File: config.mk
export PLATFORM = sky130hd
export DESIGN_NAME = demux_1_to_n_stream_flat
export DESIGN_NICKNAME = d
export VERILOG_FILES = /design/src/rtl/demux_1_to_n_stream_if.sv /design/src/rtl/demux_1_to_n_stream.sv /design/src/flat_wrapper.sv
export SDC_FILE = /design/constraint.sdc
export NUM_CORES = 1
export LEC_CHECK = 0
export CORE_AREA = 4 4 108 110
export CTS_BUF_LIST = sky130_fd_sc_hd__clkbuf_2
export DETAILED_ROUTE_END_ITERATION = 10
export DIE_AREA = 0 0 112 114
export HOLD_SLACK_MARGIN = 0.02
export PLACE_DENSITY = 0.85
export SYNTH_ARGS = -nofsm -noshare
export SYNTH_HDL_FRONTEND = slang
export SYNTH_SLANG_ARGS = --single-unit
File: constraint.sdc
create_clock -name i_clk -period 1.9 [get_ports i_clk]
set_input_delay 0.19 -clock i_clk [delete_from_list [all_inputs] [get_ports i_clk]]
set_output_delay 0.19 -clock i_clk [all_outputs]
set_load 0.02 [all_outputs]
File: src/rtl/demux_1_to_n_stream_if.sv
// demux_1_to_n_stream_if: upstream beat plus per-channel downstream streams for the 1-to-N demux.
interface demux_1_to_n_stream_if #(
   parameter int WIDTH = 32,
   parameter int N_OUT = 4
);
   localparam int SEL_W = ($clog2(N_OUT) > 1) ? $clog2(N_OUT) : 1;
   logic [WIDTH-1:0]       i_data;
   logic [SEL_W-1:0]       i_sel;
   logic                   i_valid;
   logic                   o_ready;
   logic [N_OUT*WIDTH-1:0] o_data;
   logic [N_OUT-1:0]       o_valid;
   logic [N_OUT-1:0]       i_ready;
   logic                   o_sel_err;
   modport slave (
      input  i_data, i_sel, i_valid, i_ready,
      output o_ready, o_data, o_valid, o_sel_err
   );
   modport master (
      output i_data, i_sel, i_valid, i_ready,
      input  o_ready, o_data, o_valid, o_sel_err
   );
endinterface

File: src/rtl/demux_1_to_n_stream.sv
// demux_1_to_n_stream: routes one upstream stream to N independent one-entry output registers.
module demux_1_to_n_stream #(
   parameter int WIDTH = 32,
   parameter int N_OUT = 4
) (
   input logic                   i_clk,
   input logic                   i_rst,
   demux_1_to_n_stream_if.slave  s
);
   localparam int SEL_W = ($clog2(N_OUT) > 1) ? $clog2(N_OUT) : 1;
   logic [N_OUT*WIDTH-1:0] data_q, data_d;
   logic [N_OUT-1:0]       valid_q, valid_d, load;
   logic                   sel_err_q, sel_err_d;
   logic                   in_range, ready, accept;
   always_comb begin
      in_range = int'(s.i_sel) < N_OUT;
      // out-of-range beats are always taken so they can be dropped and flagged
      ready    = in_range ? (!valid_q[s.i_sel] || s.i_ready[s.i_sel]) : 1'b1;
      accept   = s.i_valid && ready;
      sel_err_d = accept && !in_range;
   end
   for (genvar k = 0; k < N_OUT; k++) begin : g_ch
      always_comb begin
         load[k] = accept && in_range && (s.i_sel == SEL_W'(k));
         valid_d[k] = load[k] || (valid_q[k] && !s.i_ready[k]);
         data_d[k*WIDTH +: WIDTH] = load[k] ? s.i_data : data_q[k*WIDTH +: WIDTH];
      end
   end
   always_ff @(posedge i_clk) begin
      if (i_rst) begin
         data_q    <= '0;
         valid_q   <= '0;
         sel_err_q <= 1'b0;
      end else begin
         data_q    <= data_d;
         valid_q   <= valid_d;
         sel_err_q <= sel_err_d;
      end
   end
   assign s.o_ready   = ready;
   assign s.o_data    = data_q;
   assign s.o_valid   = valid_q;
   assign s.o_sel_err = sel_err_q;
endmodule
File: src/flat_wrapper.sv
// flat-port wrapper written by rule: the top's interface ports become plain ports
module demux_1_to_n_stream_flat 
#(
   parameter int WIDTH = 32,
   parameter int N_OUT = 4
)
  (i_clk, i_rst, s_i_data, s_i_sel, s_i_valid, s_i_ready, s_o_ready, s_o_data, s_o_valid, s_o_sel_err);
  demux_1_to_n_stream_if #(.WIDTH(WIDTH), .N_OUT(N_OUT)) s_i ();
  input logic i_clk;
  input logic i_rst;
  input wire logic [$bits(s_i.i_data)-1:0] s_i_data;
  input wire logic [$bits(s_i.i_sel)-1:0] s_i_sel;
  input wire logic [$bits(s_i.i_valid)-1:0] s_i_valid;
  input wire logic [$bits(s_i.i_ready)-1:0] s_i_ready;
  output wire logic [$bits(s_i.o_ready)-1:0] s_o_ready;
  output wire logic [$bits(s_i.o_data)-1:0] s_o_data;
  output wire logic [$bits(s_i.o_valid)-1:0] s_o_valid;
  output wire logic [$bits(s_i.o_sel_err)-1:0] s_o_sel_err;
  assign s_i.i_data = s_i_data;
  assign s_i.i_sel = s_i_sel;
  assign s_i.i_valid = s_i_valid;
  assign s_i.i_ready = s_i_ready;
  assign s_o_ready = s_i.o_ready;
  assign s_o_data = s_i.o_data;
  assign s_o_valid = s_i.o_valid;
  assign s_o_sel_err = s_i.o_sel_err;
  demux_1_to_n_stream #(.WIDTH(WIDTH), .N_OUT(N_OUT)) u_core (.i_clk(i_clk), .i_rst(i_rst), .s(s_i));
endmodule
# Word-level counts from Yosys, hierarchy flattened
# Cells that the tools add are included.
op_classes:
  eq_ne: 3
  order_cmp: 1
  reduce_logical: 20
  mux: 4
op_table:
  columns: ["op", "n"]
  rows:
  - ["$logic_and A1 B1 Y1", 9]
  - ["$logic_not A1 Y1", 5]
  - ["$logic_or A1 B1 Y1", 5]
  - ["$bmux W1 S2", 2]
  - ["$eq A2 B2 Y1 const B", 2]
  - ["$lt A2 B3 Y1 const B", 1]
  - ["$eq A2 B1 Y1 const B", 1]
  - ["$logic_not A2 Y1", 1]
  - ["$mux W1", 2]
word_totals:
  inputBits: 41
  ff_bits: 132
  output_inout_bits: 134
  word_cells: 33

# Longest topological paths before layout
depth:
  word_depth: 7
  mapped_depth: 5
  mapped_depth_nobuf: 3

# Worst setup path after synthesis
# Ideal clock, no wire load.
synth_timing:
  kind: "reg2reg"
  start: "register u_core.valid_q[0], in the netlist u_core.s.o_valid[0]"
  end: "register u_core.data_q[13], in the netlist u_core.s.o_data[13]"
  path_buffers: 2
  path_stages_with_launch: 6
  setup_time_ps: 121
  required_ps: 1779
  path_slack_ps: 495
  arrival_time_ps: 1284
  cell_sequence: "dfxtp_1 nor2b_1 or3_1 buf_6 buf_6 mux2i_1"
synth_between:
  elab_chain_cells: 6
synth_lines:
  columns: ["item", "line", "source"]
  rows:
  - ["start, declared", "demux_1_to_n_stream.sv:12", "logic [N_OUT-1:0] valid_q, valid_d, load;"]
  - ["start signal, assigned", "demux_1_to_n_stream.sv:36", "valid_q <= valid_d;"]
  - ["$bmux W1 S2", "demux_1_to_n_stream.sv:18", "ready = in_range ? (!valid_q[s.i_sel] || s.i_ready[s.i_sel]) : 1'b1;"]
  - ["$mux W1 (not written as such)", "demux_1_to_n_stream.sv:18", null]
  - ["$logic_not A1 Y1", "demux_1_to_n_stream.sv:18", null]
  - ["$logic_or A1 B1 Y1", "demux_1_to_n_stream.sv:18", null]
  - ["$logic_and A1 B1 Y1", "demux_1_to_n_stream.sv:19", "accept = s.i_valid && ready;"]
  - ["$logic_and A1 B1 Y1", "demux_1_to_n_stream.sv:24", "load[k] = accept && in_range && (s.i_sel == SEL_W'(k));"]
  - ["end signal, assigned", "demux_1_to_n_stream.sv:35", "data_q <= data_d;"]
  - ["end, declared", "demux_1_to_n_stream.sv:11", "logic [N_OUT*WIDTH-1:0] data_q, data_d;"]
# Every way passes these cells. The select of a mux whose other input is x is not followed.
# A chain may end at the register's enable or synchronous reset.

# Worst setup path in the final report
layout_timing:
  start: "register u_core.valid_q[0], in the netlist u_core.s.o_valid[0]"
  end: "output s_o_ready"
layout_between:
  elab_chain_cells: 4
layout_lines:
  columns: ["item", "line", "source"]
  rows:
  - ["$bmux W1 S2", "demux_1_to_n_stream.sv:18", null]
  - ["$mux W1 (not written as such)", "demux_1_to_n_stream.sv:18", null]
  - ["$logic_not A1 Y1", "demux_1_to_n_stream.sv:18", null]
  - ["$logic_or A1 B1 Y1", "demux_1_to_n_stream.sv:18", null]
  - ["end, declared", "flat_wrapper.sv:15", "output wire logic [$bits(s_i.o_ready)-1:0] s_o_ready;"]
# Every way passes these cells. The select of a mux whose other input is x is not followed.

==> results.md <==
* Worst min-delay path category: in -> reg
* Clk slew on worst S/H paths at 0.19 ns
* Die extent in y at 114 µm
* Core area at 10,700 µm²
* CTS buffer count at 17
* Initial core utilization at 48.9%
* Fin crit share at 100%
* Clock Tree Root: clkbuf_2
* Final std cells w/o fill at 798
* IO buf count at 173
* Cell count after synthesis at 472
* Crit path DAT at 1.72 ns
* Pre-CTS setup slack at -0.0743 ns
* IO Pins at 175
* Post-Syn Area at 5240 µm²
* Fin nets at 686
* Placement row count at 38
* Vias per Instance at 4.92
* Chip width at 112 µm
* Largest net degree at the start of global routing at 60
* RSZ-0062 raised after global routing: true
* Cts hold-fix bufs at 0
* Remaining global-route overflow at 0
* CP endpoint kind: output port
* Die area at 12,800 µm²
* Power Total at 5.19 mW
* Status: complete, but fails checks
* Post-layout worst setup margin at -0.00514 ns
* Routed via count at 3,927
* Crit path required time at 1.71 ns
* Synth unique cells at 18
* Violations in the final reports: negative setup slack
* Fin. Hold Viols at 0
* Seq/Total Area, Yosys at 50.5%
* First-pass GRT wire length at 21.0 mm
* Final wirelength at 13.4 mm
* Ys Warns at 0
* Gr usage total at 20.7%
* Power per Cell Area at 689 nW/µm²
* DRT Pass-1 Iters at 4
* WL/cell at 16.8 µm
* Layout area overhead at 43.9%
* Slew Viols, Final at 0
* Setup Skew at 0.0161 ns
* Placed cell count at 765
* Fmax at 525 MHz
* Clk_lat worst skew at 0.63 ns
* DRC errors left at 0
* Peak VDD IR at 0.000450 V
* Max FO, Critical Path at 3
* H-Tree Level Count at 4
* Leakage at 4.93 nW
* Seq cells post-synth at 132
* Vias in the first global route at 4,123
* Clk sink count at 132
* ANT nets after route at 0
* Initial drt markers at 168
* CP Launch Type: register
* Diodes inserted at 0
* Max Buffers Root-to-Sink at 2
* Dpl hpwl at 9.18 mm
* Final setup fails at 1
* CTS tree: done
* GP Congestion at 0.776
* Layout cells sized above 1 at 7.75%
* Syn Nets at 513
* Fin crit period at 1.91 ns
* Max Cap Viol at 0
* Initial antenna violation count at 0
* Syn_area_per_cell at 11.1 µm²
* Crit path kind: reg -> out
## worst max-delay path, cell delays in order, from the launching register on
cell	delay [ns]
dfxtp_2	0.38
nand2b_1	0.08
mux4_2	0.47
buf_6	0.15
## cells in the final DEF, fill, tap and decap left out, drive strengths merged, types with 2 or more instances in the layout
cell           synthesis  routed
a21oi                  4       4
clkinvlp               0       2
clkdlybuf4s50          0      41
dlymetal6s2s           0      89
clkbuf                18      18
clkinv                 0      10
buf                   15      16
nand2b               165     165
bufinv                 0       2
nor2b                  2       2
dlygate4sd2            0      41
dfxtp                132     132
mux2i                128     128
## sequential cells by signal, summed over array words and instances, names as in the netlist
| name | flops |
|---|---|
| u_core.s.o_data | 128 |
| u_core.s.o_valid | 4 |
## power by group
part           internal (mW)  total, mW  switching, mW
Combinational          0.370      0.738          0.368
Clock                  0.572       1.53          0.963
Sequential              2.87       2.92         0.0511
## stage by stage
stage                     area, µm²  setup TNS, ns  hold WS (ns)  utilization (%)
after floorplan                5240              0         0.388                -
after global placement         7140        -0.0390         0.459             66.8
after detailed placement       7140        -0.0743         0.461             66.8
after CTS                      7310        -0.0665        0.0501             68.4
after global routing           7540         -0.142        0.0816             70.5
final                          7540       -0.00514         0.120             70.5
## cells in the mapped netlist
| cell | n | area share (%) |
|---|---|---|
| nand2b_1 | 164 | 20 |
| dfxtp_1 | 132 | 50 |
| mux2i_1 | 128 | 24 |
| clkbuf_1 | 18 | 1.3 |
| buf_2 | 8 | 0.76 |
| a21oi_1 | 4 | 0.38 |
| buf_4 | 4 | 0.57 |
| buf_6 | 3 | 0.65 |
| nor2b_1 | 2 | 0.24 |
| and3_1 | 1 | 0.12 |
| conb_1 | 1 | 0.072 |
| mux4_2 | 1 | 0.43 |
| nand2b_4 | 1 | 0.26 |
| nand3_1 | 1 | 0.095 |
| nand4_1 | 1 | 0.12 |
| nand4b_1 | 1 | 0.17 |
| nor3_2 | 1 | 0.19 |
| or3_1 | 1 | 0.12 |
## worst paths after layout
path                                        start                          endpoint  slack (ns)  cells after the start
setup / recovery   u_core.s.o_valid[0]$_SDFF_PP0_                         s_o_ready      -0.005                      3
hold / removal                              i_rst  u_core.s.o_data[39]$_SDFFE_PP0P_        0.12                      3
setup reg to reg   u_core.s.o_valid[0]$_SDFF_PP0_  u_core.s.o_data[20]$_SDFFE_PP0P_        0.43                      4
hold reg to reg   u_core.s.o_data[5]$_SDFFE_PP0P_   u_core.s.o_data[5]$_SDFFE_PP0P_        0.48                      2
## logic make-up (layout without fill, tap and decap cells)
family / count (synthesis) / after routing / synth area share [%]
DFF: 132 / 132 / 50.5
buffers and inverters: 33 / 219 / 3.27
and+or+nand+nor: 173 / 173 / 20.9
muxes: 129 / 129 / 24.9
AOI/OAI and AO/OA: 4 / 4 / 0.382
other: 1 / 1 / 0.0716
## final cells by class
class	instances	area [µm²]
clock buffers	18	90.1
clock inverters	14	119
fillers	796	3160
multi-input cells	307	2420
flip-flops and latches	132	2650
well taps	140	175
repair buffers	187	2080
## layer usage
| layer | vias up | GRT usage (%) | share of wire [%] |
|---|---|---|---|
| met2 | 124 | 36.1 | 51 |
| met3 | 30 | 6.74 | 6.7 |
| met4 | 0 | 9.21 | 2.5 |
| met5 | - | 0 | 0 |
| met1 | 1870 | 23.2 | 40 |
| li1 | 1903 | - | - |
## repair_timing
action                                  in CTS  in global routing
gates resized for setup                     50                 89
setup buffers                                1                  0
endpoints found under the setup margin      45                 90
pin swaps                                    0                  0
No activity file was read; power rests on OpenSTA's default activity.
==> RTL change 1: new RTL, same settings <==
`WIDTH` is set to 32 in 3 places; all go to 16.
--- a/src/rtl/demux_1_to_n_stream_if.sv
+++ b/src/rtl/demux_1_to_n_stream_if.sv
@@ -1,5 +1,5 @@
 // demux_1_to_n_stream_if: upstream beat plus per-channel downstream streams for the 1-to-N demux.
 interface demux_1_to_n_stream_if #(
-   parameter int WIDTH = 32,
+   parameter int WIDTH = 16,
    parameter int N_OUT = 4
 );
--- a/src/rtl/demux_1_to_n_stream.sv
+++ b/src/rtl/demux_1_to_n_stream.sv
@@ -1,5 +1,5 @@
 // demux_1_to_n_stream: routes one upstream stream to N independent one-entry output registers.
 module demux_1_to_n_stream #(
-   parameter int WIDTH = 32,
+   parameter int WIDTH = 16,
    parameter int N_OUT = 4
 ) (
--- a/src/flat_wrapper.sv
+++ b/src/flat_wrapper.sv
@@ -2,5 +2,5 @@
 module demux_1_to_n_stream_flat 
 #(
-   parameter int WIDTH = 32,
+   parameter int WIDTH = 16,
    parameter int N_OUT = 4
 )
Interface: changed (resized s_i_data and s_o_data); port bits go from 175 to 95. The function was not compared with the original's and may differ.
==> RTL change 1 against the original RTL <==
  * Sequential share of layout area decreased by 1.2 points
  * Sequential cell count shrank 64
  * Routed wire length shrank 45%
  * Non-clock buffer count down 83
  * Total power is 42% lower
  * Clock skew increased by 21 ps
  * Design area down 47%
  * Fmax increased by 7.2%
  * Area after synthesis down 48%
  * Setup slack better by 130 ps
  * Via count down 47%
  * Synthesized cell count shrank 47%
==> RTL change 1: results <==
export IMPL_worstPathArrival_ps=1590
export IMPL_multi_input_cells=163
export IMPL_synth_compound_area_share_pct=0.729
export IMPL_seq_cell_share_pct=34.0
export IMPL_drtIter0Drc=81
export IMPL_synth_area_top_cells="dfxtp_1, mux2i_1, nand2b_1, clkbuf_1, buf_6"
export IMPL_hold_end="u_core.s.o_valid[1]"
export IMPL_leakagePower_nw=1.69
export IMPL_whs_ps=161
export IMPL_post_route_min_period_ps=1780
export IMPL_syn_inst=249
export IMPL_largest_reg_flops=64
export IMPL_r2r_slack_ps=590
export IMPL_r2r_cells=3
export IMPL_grtUsageTotal_pct=11.8
export IMPL_area_growth_pct=46.3
export IMPL_grt_pass1_wl_mm=11.7
export IMPL_non_clock_buffer_area_share_pct=25.8
export IMPL_wl_per_cell_um=15.0
export IMPL_crit_start="u_core.s.o_valid[3]"
export IMPL_grt_max_degree=34
export IMPL_fillers=1079
export IMPL_outcome="completed"
export IMPL_portBuffers=93
export IMPL_clk_share_pct=4.05
export IMPL_use_met3_pct=4.72
export IMPL_dp_cells=475
export IMPL_insertion_delay_ps=520
export IMPL_synth_fp_nets=274
export IMPL_viasPerCell=4.21
export IMPL_dpl_worst_slack_ps=-186
export IMPL_use_met2_pct=19.8
export IMPL_placed_cell_area_um2=3850
export IMPL_multi_input_comb_area_um2=1280
export IMPL_grt_pass1_vias=2243
export IMPL_path_max_fanout=2
export IMPL_clkTransAtPathRegs_ps=160
export IMPL_stdcell_count=491
export IMPL_buffers=104
export IMPL_gp_congestion=0.742
export IMPL_reg2reg_to="u_core.s.o_data[36]"
export IMPL_nClkBuffers=10
export IMPL_timing_rr_start="u_core.s.o_valid[2]"
export IMPL_wl_met1_mm=3.21
export IMPL_cts_sinks=68
export IMPL_yosysSeqAreaShare_pct=49.6
-- RTL change 1: changes by cell type after synthesis, sizes merged --
cell	unedited run	this run
nand3b	0	1
nand2b	165	84
dfxtp	132	68
clkbuf	18	9
mux2i	128	64
buf	15	9
nand2	0	1
nand4b	1	0
-- RTL change 1: power by group through the flow --
| stage | clock, mW | sequential (mW) | combinational [mW] |
|---|---|---|---|
| floorplan | 0 | 1.59 | 0.155 |
| global placement | 0 | 1.53 | 0.408 |
| detailed placement | 0 | 1.54 | 0.415 |
| CTS | 1.17 | 1.51 | 0.417 |
| global route | 1.23 | 1.52 | 0.439 |
| finish | 1.11 | 1.51 | 0.411 |
-- RTL change 1: critical path, stage by stage, from the launching register on --
cell and delay, ps:
dfxtp_1 380, nand2b_1 80, mux4_2 500, buf_6 150
-- RTL change 1: timing repair --
item / 4_1_cts / 5_1_grt
buffers inserted: 0 / 0
pin swaps: 0 / 0
setup endpoints to repair: 1 / 1
resized for setup: 6 / 4
==> RTL change 2: new RTL, same settings <==
Made on the original files. `data_q` no longer has a reset.
--- a/src/rtl/demux_1_to_n_stream.sv
+++ b/src/rtl/demux_1_to_n_stream.sv
@@ -29,12 +29,14 @@
    always_ff @(posedge i_clk) begin
       if (i_rst) begin
-         data_q    <= '0;
          valid_q   <= '0;
          sel_err_q <= 1'b0;
       end else begin
-         data_q    <= data_d;
          valid_q   <= valid_d;
          sel_err_q <= sel_err_d;
       end
+   end
+
+   always_ff @(posedge i_clk) begin
+      data_q <= data_d;
    end
    assign s.o_ready   = ready;
Formal check against the unedited RTL: not equivalent (Yosys sat finds a counterexample within 4 cycles, from zero or initial values and one cycle with i_rst high).
==> RTL change 2 against the original RTL <==
  * Setup slack improved by 9.2 ps
  * Die area unchanged
  * Design area decreased by 13%
  * Sequential cell count unchanged
  * Via count decreased by 43%
  * Area after synthesis decreased by 22%
  * Fmax increased by 0.48%
  * Critical path depth unchanged
  * Routed wire length decreased by 30%
  * Global-route usage decreased by 6.1 points
  * Total power increased by 4.9%
  * Clock power increased by 11%
  * Register-to-register slack improved by 130 ps
==> RTL change 2: results <==
export IMPL_outcome="completed"
export IMPL_wl_per_cell_um=18.5
export IMPL_grt_max_degree=18
export IMPL_highest_layer="met4"
export IMPL_nets=398
export IMPL_use_met1_pct=15.6
export IMPL_viasPerCell=4.38
export IMPL_hpwl_mm=6.68
export IMPL_antenna_found_initial=0
export IMPL_path_max_fanout=2
export IMPL_hold_class="in2reg"
export IMPL_ys_top_cells_by_count="edfxtp_1, dfxtp_1, nor2b_1, a21oi_1, nand2b_4"
export IMPL_synth_area_top_cells="edfxtp_1, dfxtp_1, nand2b_4, nor2b_1, mux4_2"
export IMPL_synth_fp_nets=192
export IMPL_insertion_delay_ps=640
export IMPL_antenna_cells=0
export IMPL_clkTransAtPathRegs_ps=200
export IMPL_htreeDepth=4
export IMPL_drtAntennaViolNets=0
export IMPL_peakVddDrop_mv=0.420
export IMPL_cp_slowest_cell="mux4_2"
export IMPL_cts_buffers=17
export IMPL_drive_above_1_share_pct=15.7
export IMPL_wl_met3_um=888
export IMPL_grtUsageTotal_pct=14.6
export IMPL_portBuffers=173
export IMPL_leakagePower_nw=2.88
export IMPL_synth_edf_count=128
export IMPL_busiest_layer="met2"
export IMPL_drtIter0Drc=126
export IMPL_fin_skew_ps=17.1
export IMPL_use_met3_pct=7.48
export IMPL_wl_met1_mm=3.46
export IMPL_fillers=781
export IMPL_wl_met2_mm=4.98
export IMPL_use_met2_pct=24.7
export IMPL_async_reset_ff_share_pct=0
export IMPL_worstPathArrival_ps=1710
export IMPL_synth_cell_types=13
export IMPL_dpl_worst_slack_ps=-57.6
export IMPL_yosysSeqAreaShare_pct=96.1
export IMPL_cts_root_buffer="clkbuf_2"
export IMPL_grt_pass1_wl_mm=13.6
export IMPL_gp_congestion=0.727
export IMPL_largest_reg_flops=128
export IMPL_cp_top_family="multiplexers"
export IMPL_grt_pass1_vias=2404
export IMPL_yosysWarnings=0
export IMPL_cpPeakStageDelay_ps=480
export IMPL_drt_pre_antenna_iters=4
export IMPL_clock_path_buffers=2
==> RTL change 2: path summary, 6_finish.rpt <==
check	cells after the start	slack [ps]	endpoint	startpoint
max	3	4	s_o_ready	u_core.s.o_valid[3]
min	1	160	u_core.s.o_data[119]	s_i_data[23]
max reg2reg	5	560	u_core.s.o_data[95]	u_core.s.o_valid[2]
min reg2reg	3	590	u_core.s.o_valid[0]	u_core.s.o_valid[0]
==> RTL change 2: power by group <==
| part | internal, mW | switching (mW) | leakage, nW |
|---|---|---|---|
| clock | 0.730 | 0.970 | 0.147 |
| sequential | 3.29 | 0.0214 | 1.21 |
| combinational | 0.204 | 0.234 | 1.52 |
| total | 4.22 | 1.23 | 2.88 |
==> RTL change 2: cell families after synthesis <==
kind of cell | count (synthesis) | synth area share, %
flops | 132 | 96.1
simple gates | 12 | 2.48
compound gates | 4 | 0.582
mux | 1 | 0.552
buf+inv | 1 | 0.184
other cells | 1 | 0.0919
==> RTL change 2: cell type report <==
type / count / share of cell area [%]
tap: 140 / 2.67
timing repair buffer: 188 / 30.7
clock buffer: 18 / 1.38
sequential: 132 / 60.0
clock inverter: 14 / 2.46
multi-input combinational: 18 / 2.77
==> RTL change 2: repair_timing <==
item,in CTS,in global routing
pin swaps,0,0
setup endpoints to repair,70,62
buffers inserted,1,1
gates resized for setup,79,61
==> RTL change 2: metrics by stage <==
step           std cells  instance area [um2]  total power [mW]  utilization (%)  TNS, ps
5_1_grt              510                 6550              5.70             61.2     -161
6_report             510                 6550              5.45             61.2        0
2_1_floorplan        151                 4090              3.53                -        0
3_3_place_gp         476                 6210              3.84             58.0    -34.6
3_5_place_dp         476                 6210              3.85             58.0     -304
4_1_cts              509                 6390              5.54             59.7     -106
